==> config.mk <==
export PLATFORM = sky130hd
export DESIGN_NAME = aes_mode_ctrl
export DESIGN_NICKNAME = d
export VERILOG_FILES = /design/src/rtl/aes_mode_ctrl.sv
export SDC_FILE = /design/constraint.sdc
export NUM_CORES = 2
export LEC_CHECK = 0
export CAP_MARGIN = 20
export CORE_ASPECT_RATIO = 1.2
export CORE_MARGIN = 5
export CORE_UTILIZATION = 49
export DETAILED_ROUTE_END_ITERATION = 7
export PLACE_DENSITY = 0.77
export SETUP_SLACK_MARGIN = 0.05
export SLEW_MARGIN = 20
export SYNTH_ARGS = -nofsm -noshare
export SYNTH_HDL_FRONTEND = slang
export SYNTH_SLANG_ARGS = --single-unit
==> constraint.sdc <==
create_clock -name Clk -period 4.3 [get_ports Clk]
set_input_delay 1.075 -clock Clk [delete_from_list [all_inputs] [get_ports Clk]]
set_output_delay 1.075 -clock Clk [all_outputs]
set_load 0.05 [all_outputs]
==> src/rtl/aes_mode_ctrl.sv <==
// Block-chaining controller (ECB/CBC/CTR) sequencing an external AES128 core one block at a time.
// Optional output-handshake counter port o_BlkCnt is enabled by defining AES_MODE_BLKCNT_EN.
module aes_mode_ctrl #(
    parameter int FIFO_DEPTH = 4,
    parameter int CTR_W      = 32
) (
    input  logic         Clk,
    input  logic         Rst,
    input  logic         i_fInit,
    input  logic [127:0] i_Key,
    input  logic [127:0] i_Iv,
    input  logic [1:0]   i_Mode,
    input  logic         i_fDec,
    input  logic         i_Valid,
    input  logic [127:0] i_Data,
    output logic         o_Ready,
    output logic         o_Valid,
    output logic [127:0] o_Data,
    input  logic         i_Ready,
    output logic         o_Busy,
    output logic         o_CoreStart,
    output logic         o_CoreDec,
    output logic [127:0] o_CoreData,
    output logic [127:0] o_CoreKey,
    input  logic [127:0] i_CoreData,
    input  logic         i_CoreDone
`ifdef AES_MODE_BLKCNT_EN
    ,
    output logic [31:0]  o_BlkCnt
`endif
);

    localparam int PTR_W = (FIFO_DEPTH > 1) ? $clog2(FIFO_DEPTH) : 1;
    localparam int CNT_W = PTR_W + 1;
    localparam logic [CNT_W-1:0] DEPTH_C  = CNT_W'(FIFO_DEPTH);
    localparam logic [CNT_W-1:0] CNT_ONE  = CNT_W'(1);
    localparam logic [CNT_W-1:0] CNT_ZERO = {CNT_W{1'b0}};
    localparam logic [PTR_W-1:0] PTR_ONE  = PTR_W'(1);
    localparam logic [PTR_W-1:0] PTR_ZERO = {PTR_W{1'b0}};
    // Selects the counter increment field; a 128-bit field wraps to all ones.
    localparam logic [127:0] CTR_MASK = (128'd1 << CTR_W) - 128'd1;
    localparam logic [1:0] MODE_ECB = 2'b00;
    localparam logic [1:0] MODE_CBC = 2'b01;
    localparam logic [1:0] MODE_CTR = 2'b10;

    typedef enum logic [2:0] {
        S_IDLE  = 3'd0,
        S_LOAD  = 3'd1,
        S_START = 3'd2,
        S_WAIT  = 3'd3,
        S_OUT   = 3'd4
    } state_t;

    state_t             state_r;
    logic [127:0]       mem_r [FIFO_DEPTH];
    logic [PTR_W-1:0]   wr_ptr_r, rd_ptr_r;
    logic [CNT_W-1:0]   count_r, count_next_s;
    logic               ready_r;
    logic               push_s, pop_s, busy_s, init_s;
    logic [127:0]       head_s;
    logic [127:0]       key_r, chain_r, ctr_r, d_r, core_data_r, data_r;
    logic [1:0]         mode_r;
    logic               dec_r, core_dec_r, core_start_r, valid_r;

    function automatic logic [127:0] core_input(input logic [1:0] mode, input logic dec,
                                                 input logic [127:0] d, input logic [127:0] c,
                                                 input logic [127:0] n);
        logic [127:0] res;
        case (mode)
            MODE_CBC: res = dec ? d : (d ^ c);
            MODE_CTR: res = n;
            default:  res = d;
        endcase
        return res;
    endfunction

    function automatic logic [127:0] result_of(input logic [1:0] mode, input logic dec,
                                                input logic [127:0] d, input logic [127:0] c,
                                                input logic [127:0] r);
        logic [127:0] res;
        case (mode)
            MODE_CBC: res = dec ? (r ^ c) : r;
            MODE_CTR: res = r ^ d;
            default:  res = r;
        endcase
        return res;
    endfunction

    function automatic logic [127:0] chain_next(input logic [1:0] mode, input logic dec,
                                                 input logic [127:0] d, input logic [127:0] c,
                                                 input logic [127:0] r);
        logic [127:0] res;
        case (mode)
            MODE_CBC: res = dec ? d : r;
            default:  res = c;
        endcase
        return res;
    endfunction

    function automatic logic [127:0] ctr_next(input logic [1:0] mode, input logic [127:0] n);
        logic [127:0] res;
        case (mode)
            MODE_CTR: res = (n & ~CTR_MASK) | ((n + 128'd1) & CTR_MASK);
            default:  res = n;
        endcase
        return res;
    endfunction

    assign busy_s = (count_r != CNT_ZERO) || (state_r != S_IDLE) || valid_r;
    assign init_s = i_fInit && !busy_s;
    assign head_s = mem_r[rd_ptr_r];

    // FIFO handshake and occupancy bookkeeping
    always_comb begin
        push_s       = i_Valid && ready_r;
        pop_s        = (state_r == S_LOAD);
        count_next_s = count_r;
        if (push_s && !pop_s) begin
            count_next_s = count_r + CNT_ONE;
        end else if (!push_s && pop_s) begin
            count_next_s = count_r - CNT_ONE;
        end else begin
            count_next_s = count_r;
        end
    end

    // FIFO storage; contents are meaningless until the write pointer covers them
    always_ff @(posedge Clk) begin
        if (push_s) begin
            mem_r[wr_ptr_r] <= i_Data;
        end
    end

    // FIFO pointers, count and registered ready flag
    always_ff @(posedge Clk) begin
        if (Rst) begin
            wr_ptr_r <= PTR_ZERO;
            rd_ptr_r <= PTR_ZERO;
            count_r  <= CNT_ZERO;
            ready_r  <= 1'b0;
        end else begin
            if (push_s) begin
                wr_ptr_r <= wr_ptr_r + PTR_ONE;
            end
            if (pop_s) begin
                rd_ptr_r <= rd_ptr_r + PTR_ONE;
            end
            count_r <= count_next_s;
            ready_r <= (count_next_s != DEPTH_C);
        end
    end

    // Block sequencing FSM with chaining state and all registered core/output signals
    always_ff @(posedge Clk) begin
        if (Rst) begin
            state_r      <= S_IDLE;
            key_r        <= 128'd0;
            chain_r      <= 128'd0;
            ctr_r        <= 128'd0;
            mode_r       <= MODE_ECB;
            dec_r        <= 1'b0;
            d_r          <= 128'd0;
            core_data_r  <= 128'd0;
            core_dec_r   <= 1'b0;
            core_start_r <= 1'b0;
            data_r       <= 128'd0;
            valid_r      <= 1'b0;
        end else begin
            core_start_r <= 1'b0;
            case (state_r)
                S_IDLE: begin
                    if (init_s) begin
                        key_r   <= i_Key;
                        mode_r  <= i_Mode;
                        dec_r   <= i_fDec;
                        chain_r <= i_Iv;
                        ctr_r   <= i_Iv;
                    end
                    if (count_r != CNT_ZERO) begin
                        state_r <= S_LOAD;
                    end
                end
                S_LOAD: begin
                    d_r          <= head_s;
                    core_data_r  <= core_input(mode_r, dec_r, head_s, chain_r, ctr_r);
                    core_dec_r   <= (mode_r == MODE_CTR) ? 1'b0 : dec_r;
                    core_start_r <= 1'b1;
                    state_r      <= S_START;
                end
                S_START: begin
                    state_r <= S_WAIT;
                end
                S_WAIT: begin
                    if (i_CoreDone) begin
                        data_r  <= result_of(mode_r, dec_r, d_r, chain_r, i_CoreData);
                        chain_r <= chain_next(mode_r, dec_r, d_r, chain_r, i_CoreData);
                        ctr_r   <= ctr_next(mode_r, ctr_r);
                        valid_r <= 1'b1;
                        state_r <= S_OUT;
                    end
                end
                S_OUT: begin
                    if (i_Ready) begin
                        valid_r <= 1'b0;
                        state_r <= S_IDLE;
                    end
                end
                default: begin
                    state_r <= S_IDLE;
                end
            endcase
        end
    end

`ifdef AES_MODE_BLKCNT_EN
    logic [31:0] blk_cnt_r;

    // Output handshake counter, cleared by reset or an accepted init
    always_ff @(posedge Clk) begin
        if (Rst) begin
            blk_cnt_r <= 32'd0;
        end else if (init_s) begin
            blk_cnt_r <= 32'd0;
        end else if (valid_r && i_Ready) begin
            blk_cnt_r <= blk_cnt_r + 32'd1;
        end else begin
            blk_cnt_r <= blk_cnt_r;
        end
    end

    assign o_BlkCnt = blk_cnt_r;
`endif

    assign o_Ready     = ready_r;
    assign o_Valid     = valid_r;
    assign o_Data      = data_r;
    assign o_Busy      = busy_s;
    assign o_CoreStart = core_start_r;
    assign o_CoreDec   = core_dec_r;
    assign o_CoreData  = core_data_r;
    assign o_CoreKey   = key_r;

endmodule

==> flow_summary_export.csv <==
group,metric,value,unit
detailed_routing,via_per_inst,6.064,
clock_tree,h-tree-depth,4,
placed_design,hpwlAfterDp,135200,microns
detailed_routing,vias,50770,
timing,finalSetupViolations,0,
synthesis,synth_warnings,0,
synthesis,syn-num-nets,6539,
detailed_routing,drt_wl_total,202700,microns
timing,hold_slack,0.4510,ns
detailed_routing,wl_per_cell,24.21,microns
clock_tree,cts_root_buf,"clkbuf_16",
synthesis,synth_area,58270,sq um
timing,finalHoldViolCount,0,
timing,fin_worst_skew,0.03416,ns
die,start_util,0.4934,
worst_setup_path,cp-start-kind,"flop",
worst_setup_path,critPathKind,"reg2out",
synthesis,ys_seq_elements,1299,
die,fp.dieH,387.8,microns
placed_design,place_inst,8055,
hold_path,hold_class,"reg2reg",
synthesis,synth-edff-count,512,
timing,report.final.slew_viol_count,0,
synthesis,synthSimpleGateAreaFrac,0.1426,
placed_design,io_buffers,909,
cells_and_area,final_cells,8372,
worst_setup_path,arrival,2.66,ns
cells_and_area,drive_gt1_frac,0.09203,
timing,tns,0,ns
synthesis,async_flop_share,0,
pwr,power,0.04714,W
synthesis,synth_area_per_cell,9.698,sq um
die,core_area,118100,sq um
cells_and_area,syn_to_final_growth,25.95,%
run_status,status,"completed",
pwr,leakagePower,23.80,nW
synthesis,ys_top_cells_by_area,"dfxtp_1 (27%), edfxtp_1 (26%), a21oi_1 (6.7%)",
detailed_routing,first_iter_violations,5834,
cells_and_area,n_fill_cell,9499,
synthesis,synthAdderAreaFrac,0.002147,
synthesis,ys.flop_type,"dfxtp_1",
cells_and_area,regArea,31140,sq um
synthesis,synth_commonest_cells,"nand2_1 (988), dfxtp_1 (787), a21oi_1 (777)",
global_routing,grt_overflow,0,
clock_tree,clockBufferDepth,3,
synthesis,synth-compound-area-share,0.1773,
cells_and_area,nets,7180,
detailed_routing,drt-pass1-iter-count,6,
global_routing,grt_max_degree,192,
timing,fmax,267.4,MHz
global_routing,antenna_found_initial,80,
clock_tree,ctsResizeCount,0,
die,die_area,125900,sq um
synthesis,synth_top_area_cell,"dfxtp_1",
global_routing,grt_util_all_layers,0.3061,
cells_and_area,multi_input_area,24590,sq um
detailed_routing,final_antenna_net_count,0,
run,cap_violations,0,
clock_tree,cts_setup_buffers,0,
timing,worst_slew_pin_slew,1.093,ns
synthesis,synthXorXnorAreaFrac,0.0009019,
die,die_x,324.8,microns
worst_setup_path,end_kind,"primary output",
timing,period_share,0.8698,
clock_tree,cts_tree,"yes",
pwr,power_density,642.3,nW/um^2
clock_tree,cts_hold_buf,0,
clock_tree,cts_buffers,132,
synthesis,netlist_instances,6008,
timing,relSlewSlack,0.2711,
timing,min_period,3.740,ns
global_routing,grt_pass1_vias,47840,
worst_setup_path,crit_required,3.22,ns
die,num_rows,138,
placed_design,place.gp.congestion,0.8907,
clock_tree,clkLatencyLatePin,0.77,ns
die,io_pins,910,
clock_tree,numClockSinks,1299,
synthesis,synth_seq_area_share,0.5343,
synthesis,synth_top_family_by_area,"compound AO/OA/AOI/OAI gates",
global_routing,grt_pass1_wl,299800,microns
synthesis,synth.distinct_cells,61,
worst_setup_path,cp_max_fo,11,
synthesis,yosysMostFrequentCell,"nand2_1",
detailed_routing,drc,0,
timing,rsz0062_at_grt,"false",
clock_tree,clkTransAtPathRegs,0.07,ns
pwr,max-vdd-ir-drop,0.0005222,V
synthesis,synth_top_cell_area_share,0.2704,
synthesis,synth_mux_area_frac,0.09710,
==> critical path, stage by stage (launching register included) <==
cell and delay [ns]:
dfxtp_1 0.42, nor4_1 0.56, nand2_1 0.12, clkdlybuf4s50_1 0.82
==> flip-flops by register name (all words and copies together), names as in the netlist, named ones only <==
signal,count
chain_r,128
count_r,3
ctr_r,128
d_r,128
dec_r,1
mem_r,512
mode_r,2
o_CoreData,128
o_CoreDec,1
o_CoreKey,128
o_CoreStart,1
o_Data,128
o_Ready,1
o_Valid,1
rd_ptr_r,2
state_r,3
wr_ptr_r,2
==> metal layers <==
layer,up-vias,wire length [microns],track usage
li1,23040,-,-
met1,24480,75170,0.3672
met2,2619,94640,0.4846
met3,610,18390,0.07715
met4,18,14340,0.2136
met5,-,129,0
==> stage by stage <==
stage	setup slack [ns]	area, sq um	utilization
final	0.5600	73390	0.6214
after global placement	0.9748	68880	0.5832
after CTS	0.4972	73210	0.6198
after detailed placement	0.8953	68880	0.5832
after floorplan	1.187	58270	-
after global routing	0.4085	73370	0.6212
==> logic make-up (layout without fill, tap and decap cells) <==
group / count (synthesis) / after routing
DFF: 1299 / 1299
muxes: 388 / 388
other: 0 / 73
AOI/OAI and AO/OA: 1612 / 1612
xor gates and xnor gates: 6 / 6
and+or+nand+nor: 2020 / 2020
adders and majority gates: 10 / 10
buffers and inverters: 673 / 1424
==> cells in the final DEF (no fill, tap or decap), types with 12 or more instances in the layout <==
cell type          n
clkinv_2          16
a211oi_1         249
mux2_2           138
nor3_1           140
and3_1            19
buf_4             81
nor2b_1          129
a22oi_1          130
dfxtp_1          784
clkbuf_8          12
nor2_1           679
mux2i_1          122
inv_1            140
a221o_1          128
clkinv_1          16
buf_12            49
clkbuf_1          32
edfxtp_1         512
nand2_1          988
diode_2           73
nand3_1           21
clkbuf_16        134
a21oi_1          777
clkdlybuf4s50_1  908
mux4_2           128
o21ai_0          143
a221oi_1         129
==> area by class of cell <==
type / count / share of cell area
clock inverters: 66 / 0.009360
diodes: 73 / 0.002489
clock buffers: 178 / 0.04958
well taps: 1540 / 0.02626
repair buffers: 1039 / 0.1457
inverters: 141 / 0.007246
multi-input cells: 4036 / 0.3350
flip-flops and latches: 1299 / 0.4243
==> power breakdown <==
group	switching [W]	internal (W)
Clock	0.00498	0.00665
Sequential	0.00171	0.0151
Combinational	0.0118	0.00683
==> final timing paths <==
check,from,end,slack [ns],cells past startpoint
hold reg to reg,o_CoreKey[42],o_CoreKey[42],0.45,2
setup reg to reg,mode_r[0],o_CoreData[112],1.37,8
hold / removal,o_CoreKey[42],o_CoreKey[42],0.45,2
setup / recovery,state_r[2],o_Busy,0.56,3
Note: power is estimated with default switching activity, not from simulation.
